### src/rtl/imem_loader_pkg.sv
// Shared definitions for the instruction-memory boot loader.
// Includes the state encoding, the stream framing constants and the default memory depth.
package imem_loader_pkg;

    typedef enum logic [2:0] {
        IDLE  = 3'd0,
        LEN0  = 3'd1,
        LEN1  = 3'd2,
        DATA  = 3'd3,
        WRITE = 3'd4,
        DONE  = 3'd5,
        ERR   = 3'd6
    } state_t;

    localparam int LEN_BYTES      = 2;
    localparam int BYTES_PER_WORD = 4;
    localparam int IMEM_DEPTH     = 100;

endpackage

### src/rtl/imem_loader_word_packer.sv
// Assembles little-endian 32-bit words from a byte stream.
// It owns the byte lane index; last_lane flags that the next accepted byte completes the word.
module imem_loader_word_packer
    import imem_loader_pkg::*;
(
    input  logic        clk,
    input  logic        rst,
    input  logic [7:0]  data,
    input  logic        lane_valid,
    input  logic        clear,
    output logic [31:0] word,
    output logic        last_lane
);

    localparam int LANE_W = $clog2(BYTES_PER_WORD);

    logic [LANE_W-1:0] byte_idx;

    always_ff @(posedge clk or posedge rst) begin
        if (rst) begin
            byte_idx <= '0;
            word     <= '0;
        end else if (clear) begin
            byte_idx <= '0;
        end else if (lane_valid) begin
            word[byte_idx*8 +: 8] <= data;
            byte_idx              <= byte_idx + 1'b1;
        end
    end

    assign last_lane = (byte_idx == LANE_W'(BYTES_PER_WORD - 1));

endmodule

### src/rtl/imem_loader.sv
// Boot-time loader: reads a counted byte stream and writes instruction words while holding the core in reset.
// The core's reset is released only after a load completes successfully.
module imem_loader
    import imem_loader_pkg::*;
#(
    parameter int DEPTH = IMEM_DEPTH,
    parameter int CNT_W = 16
) (
    input  logic        clk,
    input  logic        rst,
    input  logic        start,
    input  logic        in_valid,
    input  logic [7:0]  in_data,
    output logic        in_ready,
    output logic        mem_we,
    output logic [31:0] mem_addr,
    output logic [31:0] mem_wdata,
    output logic        cpu_rst_n,
    output logic        busy,
    output logic        done,
    output logic        err
);

    localparam int WIDX_W = $clog2(DEPTH);

    state_t            state;
    logic [CNT_W-1:0]  count;
    logic [CNT_W-1:0]  count_full;
    logic [WIDX_W-1:0] widx;
    logic              xfer;
    logic              take_start;
    logic              last_lane;
    logic [31:0]       packed_word;

    // in_ready depends on the state register only, so there is no input-to-output path.
    always_comb begin
        in_ready = (state == LEN0) || (state == LEN1) || (state == DATA);
    end

    assign xfer       = in_valid && in_ready;
    assign take_start = start && ((state == IDLE) || (state == DONE) || (state == ERR));
    assign count_full = {in_data, count[7:0]};
    assign mem_wdata  = packed_word;

    imem_loader_word_packer u_packer (
        .clk        (clk),
        .rst        (rst),
        .data       (in_data),
        .lane_valid (xfer && (state == DATA)),
        .clear      (take_start),
        .word       (packed_word),
        .last_lane  (last_lane)
    );

    always_ff @(posedge clk or posedge rst) begin
        if (rst) begin
            state     <= IDLE;
            count     <= '0;
            widx      <= '0;
            mem_we    <= 1'b0;
            mem_addr  <= '0;
            cpu_rst_n <= 1'b0;
            busy      <= 1'b0;
            done      <= 1'b0;
            err       <= 1'b0;
        end else begin
            mem_we <= 1'b0;
            case (state)
                IDLE, DONE, ERR: begin
                    if (start) begin
                        state     <= LEN0;
                        widx      <= '0;
                        busy      <= 1'b1;
                        done      <= 1'b0;
                        err       <= 1'b0;
                        cpu_rst_n <= 1'b0;
                    end
                end
                LEN0: begin
                    if (xfer) begin
                        count[7:0] <= in_data;
                        state      <= LEN1;
                    end
                end
                LEN1: begin
                    if (xfer) begin
                        count <= count_full;
                        if (count_full == '0) begin
                            state     <= DONE;
                            busy      <= 1'b0;
                            done      <= 1'b1;
                            cpu_rst_n <= 1'b1;
                        end else if (count_full > CNT_W'(DEPTH)) begin
                            state <= ERR;
                            busy  <= 1'b0;
                            err   <= 1'b1;
                        end else begin
                            state <= DATA;
                        end
                    end
                end
                DATA: begin
                    if (xfer && last_lane) begin
                        state    <= WRITE;
                        mem_we   <= 1'b1;
                        mem_addr <= {{(32-WIDX_W-2){1'b0}}, widx, 2'b00};
                    end
                end
                WRITE: begin
                    widx <= widx + 1'b1;
                    if (CNT_W'(widx) == count - CNT_W'(1)) begin
                        state     <= DONE;
                        busy      <= 1'b0;
                        done      <= 1'b1;
                        cpu_rst_n <= 1'b1;
                    end else begin
                        state <= DATA;
                    end
                end
                default: state <= IDLE;
            endcase
        end
    end

endmodule

### config.mk
export PLATFORM = sky130hd
export DESIGN_NAME = imem_loader
export DESIGN_NICKNAME = d
export VERILOG_FILES = /design/src/rtl/imem_loader_pkg.sv /design/src/rtl/imem_loader_word_packer.sv /design/src/rtl/imem_loader.sv
export SDC_FILE = /design/constraint.sdc
export NUM_CORES = 1
export LEC_CHECK = 0
export CORE_MARGIN = 2
export CORE_UTILIZATION = 52
export CTS_BUF_LIST = sky130_fd_sc_hd__clkbuf_4 sky130_fd_sc_hd__clkbuf_8
export DETAILED_ROUTE_END_ITERATION = 10
export PLACE_DENSITY = 0.91
export SLEW_MARGIN = 25
export SYNTH_ARGS = -nofsm -noshare
export SYNTH_HDL_FRONTEND = slang
export SYNTH_SLANG_ARGS = --single-unit
### constraint.sdc
create_clock -name clk -period 2.6 [get_ports clk]
set_input_delay 0.26 -clock clk [delete_from_list [all_inputs] [get_ports clk]]
set_output_delay 0.26 -clock clk [all_outputs]
set_load 0.05 [all_outputs]
Word level (Yosys, flattened, before mapping):

Cells that the tools add are included.

* $add $sub $neg: 4
* magnitude comparators: 1
* equality and inequality tests: 17
* shift operators: 2
* mux-type cells: 32
* bitwise operators: 2
* reduce and logical (&&, ||, !) cells: 24

Operators by type and width (count)
* negator 5 -> 34 bit: 1
* variable shift 8 x 34 -> 32 bit, first input constant: 1
* indexed part select 8 x 34 -> 32 bit: 1
* bitwise mux 32 bit: 1
* two-way mux 3 bit: 7
* == test 7 x 16 -> 1 bit: 1
* greater-than comparator 16 x 7 -> 1 bit, second input constant: 1
* logical NOT 16 bit: 1
* case mux 8 bit (2 select lines): 1
* subtractor 16 x 1 -> 16 bit, second input constant: 1
* case mux 3 bit (5 select lines): 1
* AND reduction 5 bit: 3
* two-way mux 1 bit: 14
* case mux 7 bit (2 select lines): 1
* inequality test 2 bit, second input constant: 5
* == test 3 bit, second input constant: 3
* two-way mux 8 bit: 1
* AND reduction 2 bit: 4
* adder 7 x 1 -> 7 bit, second input constant: 1
* two-way mux 7 bit: 1
* == test 3 x 2 -> 1 bit, second input constant: 2
* inequality test 2 x 1 -> 1 bit, second input constant: 3
* case mux 1 bit (3 select lines): 2
* nonzero test 2 bit: 3
* other kinds (14): 22

* register bits: 71
* bits of input ports: 12
* logic and storage cells: 93

Logic depth before layout (Yosys ltp):

Gate-level depths: netlist of the first run.

* word-level depth: 7
* gate-level depth with buffers: 8

Cells and area by module:

A second synthesis of the first run with hierarchy kept.

* cells, all modules: 409
* area, all modules: 3945.0 µm²

Modules (own cells, without submodules)
* imem_loader: instances 1, cells an instance 257, area each 2285.9 µm²
* imem_loader_word_packer: instances 1, cells an instance 152, area each 1659.1 µm²

Least setup slack after synthesis of the first run:

Ideal clock, no wire load.

* path type: reg2reg
* from: reg count[0]
* to: reg state[1]
* library setup time: 0.126 ns
* arrival: 2.253 ns
* path slack: 0.221 ns
* stages on the path, launching flop included: 9
* path buffers: 0
* period minus slack after synthesis: 2.379 ns
* cells stage by stage: dfrtp_1 inv_1 ha_1 or4b_2 nor3b_1 o2bb2ai_1 nand3_1 or2_1 a221o_1

* cells in the longest elaborated chain, start to end: 4
* elaborated cells on any way between the ends: 7

Ends and longest elaborated chain
* start: declaration: RTL line imem_loader.sv:27 `logic [CNT_W-1:0] count;`
* start signal: assignment: RTL line imem_loader.sv:81 `count[7:0] <= in_data;`
* start signal: assignment: RTL line imem_loader.sv:87 `count <= count_full;`
* subtractor 16 x 1 -> 16 bit / logical NOT 16 bit (equally long branches): RTL line imem_loader.sv:111, imem_loader.sv:88
* == test 7 x 16 -> 1 bit / two-way mux 3 bit (equally long branches): RTL line imem_loader.sv:111, imem_loader.sv:88
* two-way mux 3 bit, on equally long branches: RTL line imem_loader.sv:111, imem_loader.sv:86
* case mux 3 bit (5 select lines) (*): RTL line imem_loader.sv:68 `case (state)`
* end signal: assignment: RTL line imem_loader.sv:71 `state <= LEN0;`
* end signal: assignment: RTL line imem_loader.sv:112 `state <= DONE;`
* end signal: assignment: RTL line imem_loader.sv:117 `state <= DATA;`
* end: declaration: RTL line imem_loader.sv:26 `state_t state;`

Every way passes the cells marked *; elsewhere a longest branch is shown, timed or not. The select of a mux whose other input is x is not followed.
A chain may end at the register's enable or synchronous reset.

Worst setup path after layout of the first run:

Same ends and word-level chain as after synthesis.

==> results of run 1 <==
## critical path: cells and delay by family, from the launching register on
family / cells / cell delay, ns
compound gates: 2 / 0.50
flops: 1 / 0.43
buf+inv: 1 / 0.10
simple gates: 4 / 1.16
fa+ha+maj: 1 / 0.17
## logic make-up (layout without fill, tap and decap cells)
group	after synthesis	count (layout)	synth area share, %
buf+inv	51	100	8.016
fa+ha+maj	7	7	2.358
flops	71	71	47.83
xor+xnor	10	10	2.358
mux	23	23	6.905
other cells	1	25	0.1009
compound gates	78	78	12.46
simple gates	156	156	19.97
## through the flow
step	power, W	utilization, %	instance area (sq um)	worst slack [ns]	hold WS, ns
2_1_floorplan	0.003385	-	3805	0.2208	0.3768
3_3_place_gp	0.003936	63.66	4373	0.1267	0.4609
3_5_place_dp	0.004025	63.66	4373	0.04237	0.4697
4_1_cts	0.004873	66.41	4562	0.02972	0.3013
5_1_grt	0.005218	66.67	4579	0.02808	0.3377
6_report	0.004915	66.67	4579	0.1547	0.2773
## sequential cells by signal (all words and copies together) (netlist names)
register,count
state,3
u_packer.word,32
err,1
u_packer.byte_idx,2
mem_addr,7
busy,1
mem_we,1
done,1
widx,7
count,16
## per-layer routing
metal  routed length, um  vias up
met2                4263      124
met4                 249        0
met5                   0        -
met3                 469       29
li1                    -     1467
met1                3794     1467
## cell type report
cell class	count	share of cell area, %
Timing Repair Buffer	74	15.46
Clock inverter	4	0.6557
Tap cell	96	2.623
Inverter	10	0.8197
Clock buffer	12	3.470
Sequential cell	71	38.80
Multi-Input combinational cell	299	38.17
## where the power goes
part	leakage (nW)	internal, W	switching [W]
Combinational	0.942	0.000904	0.00137
Clock	0.0960	0.000411	0.000434
Sequential	0.933	0.00140	0.000392
Total	1.97	0.00272	0.00220
## cell usage in the layout (no fill, tap or decap), types with 11 or more instances in the layout
cell / synthesis / layout
clkbuf_8: 0 / 11
o21ai_0: 50 / 50
buf_4: 26 / 17
mux2_2: 21 / 21
nor3_1: 11 / 11
nor2_1: 15 / 15
clkdlybuf4s50_1: 0 / 56
dfrtp_1: 71 / 71
nand2_1: 89 / 89
conb_1: 1 / 25
## repair_timing
| action | 4_1_cts | 5_1_grt |
|---|---|---|
| hold buffers | 0 | 0 |
| endpoints found under the setup margin | 0 | 3 |
| resized for setup | 0 | 4 |
## final timing paths
check | start | end | slack (ns)
setup / recovery | count[0]$_DFFE_PP0P_ | state[1]$_DFFE_PP0P_ | 0.15
hold / removal | rst | u_packer.word[16]$_DFFE_PP0P_ | 0.28
setup reg to reg | count[0]$_DFFE_PP0P_ | state[1]$_DFFE_PP0P_ | 0.15
hold reg to reg | u_packer.word[24]$_DFFE_PP0P_ | u_packer.word[24]$_DFFE_PP0P_ | 0.48
min in group clk | u_packer.word[24]$_DFFE_PP0P_ | u_packer.word[24]$_DFFE_PP0P_ | 0.48
max in group asynchronous | rst | mem_addr[5]$_DFFE_PP0P_ | 2.01
==> out/metrics.cfg, run 1 <==
[floorplanning]
dieArea_sq_mm=0.007836
rows=30
die_h_um=88.52
initial_core_util_pct=54.08
core_area_sq_mm=0.006869
dieWidth_um=88.52
io_pins=82

[timing]
hold_viol_final=0
period_share_pct=94.05
max_freq_mhz=409.0
tightest_slew_ns=0.6990
finalCriticalPeriod_ns=2.445
rsz0062_at_grt=false
slew_headroom_pct=53.04
setup_tns_ns=0
setup_viol=0
maxSlewViolCount=0
finClkSkew_ns=0.01642

[worst_setup_path]
critical_path_class=reg -> reg
startpoint_type=flip-flop
crit_chain=inv_2 -> ha_4 -> or4b_2 -> nor3b_2 -> o2bb2ai_1 -> nand3_1 -> or2_1 -> a221o_1
max_stage_delay_ns=0.63
crit_slowest_cell=or4b_2
rr_worst_depth=8
cp-end-kind=flip-flop
critPathArrivalTime_ns=2.70
crit_fanout=7
crit_required_ns=2.85

[finish]
final_nets=484
antenna_cells=0
multiInputGateArea_sq_mm=0.001748
stdcell_count=566
seqCellArea_sq_mm=0.001777
fillers=543
syn2layout_area_growth_pct=23.27
drive_above_1_share_pct=12.77

[grt]
use_met2_pct=39.37
grt_use_met1_pct=31.07
met3_usage_pct=4.198
grt-busiest-layer=met2
grt_use_total_pct=24.20
grt_overflow=0
grt_max_degree=72
grt_pass1_vias=2935
antenna_found_initial=0
grt_first_pass_wirelength_um=14260

[drt]
drt_iter0_markers=248
totalWireLength_um=8777
viasPerCell=5.454
antenna_left=0
wl_per_cell_um=15.51
drcViolationCount=0
vias=3087
drtPass1Iterations=5

[status]
status=complete, no violations

[cts]
cts_buffer_depth=2
cts_buffers=9
cts_tree=done
root_buffer=clkbuf_8
post_cts_buffers=0
clock-sinks=71
cts.reportedPaths.clkPinSlew_ns=0.09
worstSkewPairLatency_ns=0.37
h-tree-depth=3

[logic_synthesis]
synth_top_area_share_pct=47.83
yosysSeqAreaShare_pct=47.83
async_reset_ff_share_pct=100.0
ys_seq_elements=71
synth_commonest_cells=89 x nand2_1, 71 x dfrtp_1, 50 x o21ai_0
synth.most_common_cell=nand2_1
yosysWarningCount=0
synth_area_per_cell_sq_um=9.357
syn_inst=397
ys_types=53
synth_edf_count=0
synth_top_cells_by_area=dfrtp_1 48%, nand2_1 9.0%, o21ai_0 6.7%, mux2_2 6.4%, buf_4 5.3%
synth_top_area_cell=dfrtp_1
syn-cell-area_sq_mm=0.003715
synth_ff_type=dfrtp_1

[place]
gp_congestion=0.8846
dp.cells=550
portBuffers=56
hpwl_um=6189

[power_and_ir_drop]
powerDensity_mw_per_mm2=1073
peakVddDrop_mv=0.5044
p_leak_nw=1.971

[hold_path]
hp-class=in -> async

[run]
drv_cap=0

No activity file was read; power rests on OpenSTA's default activity.
==> run 2: changes to the inputs <==
- ABC_CLOCK_PERIOD_IN_PS: not set -> 2600
==> results of run 2 <==
No change in the layout: final DEF, timing and power equal those of run 1.
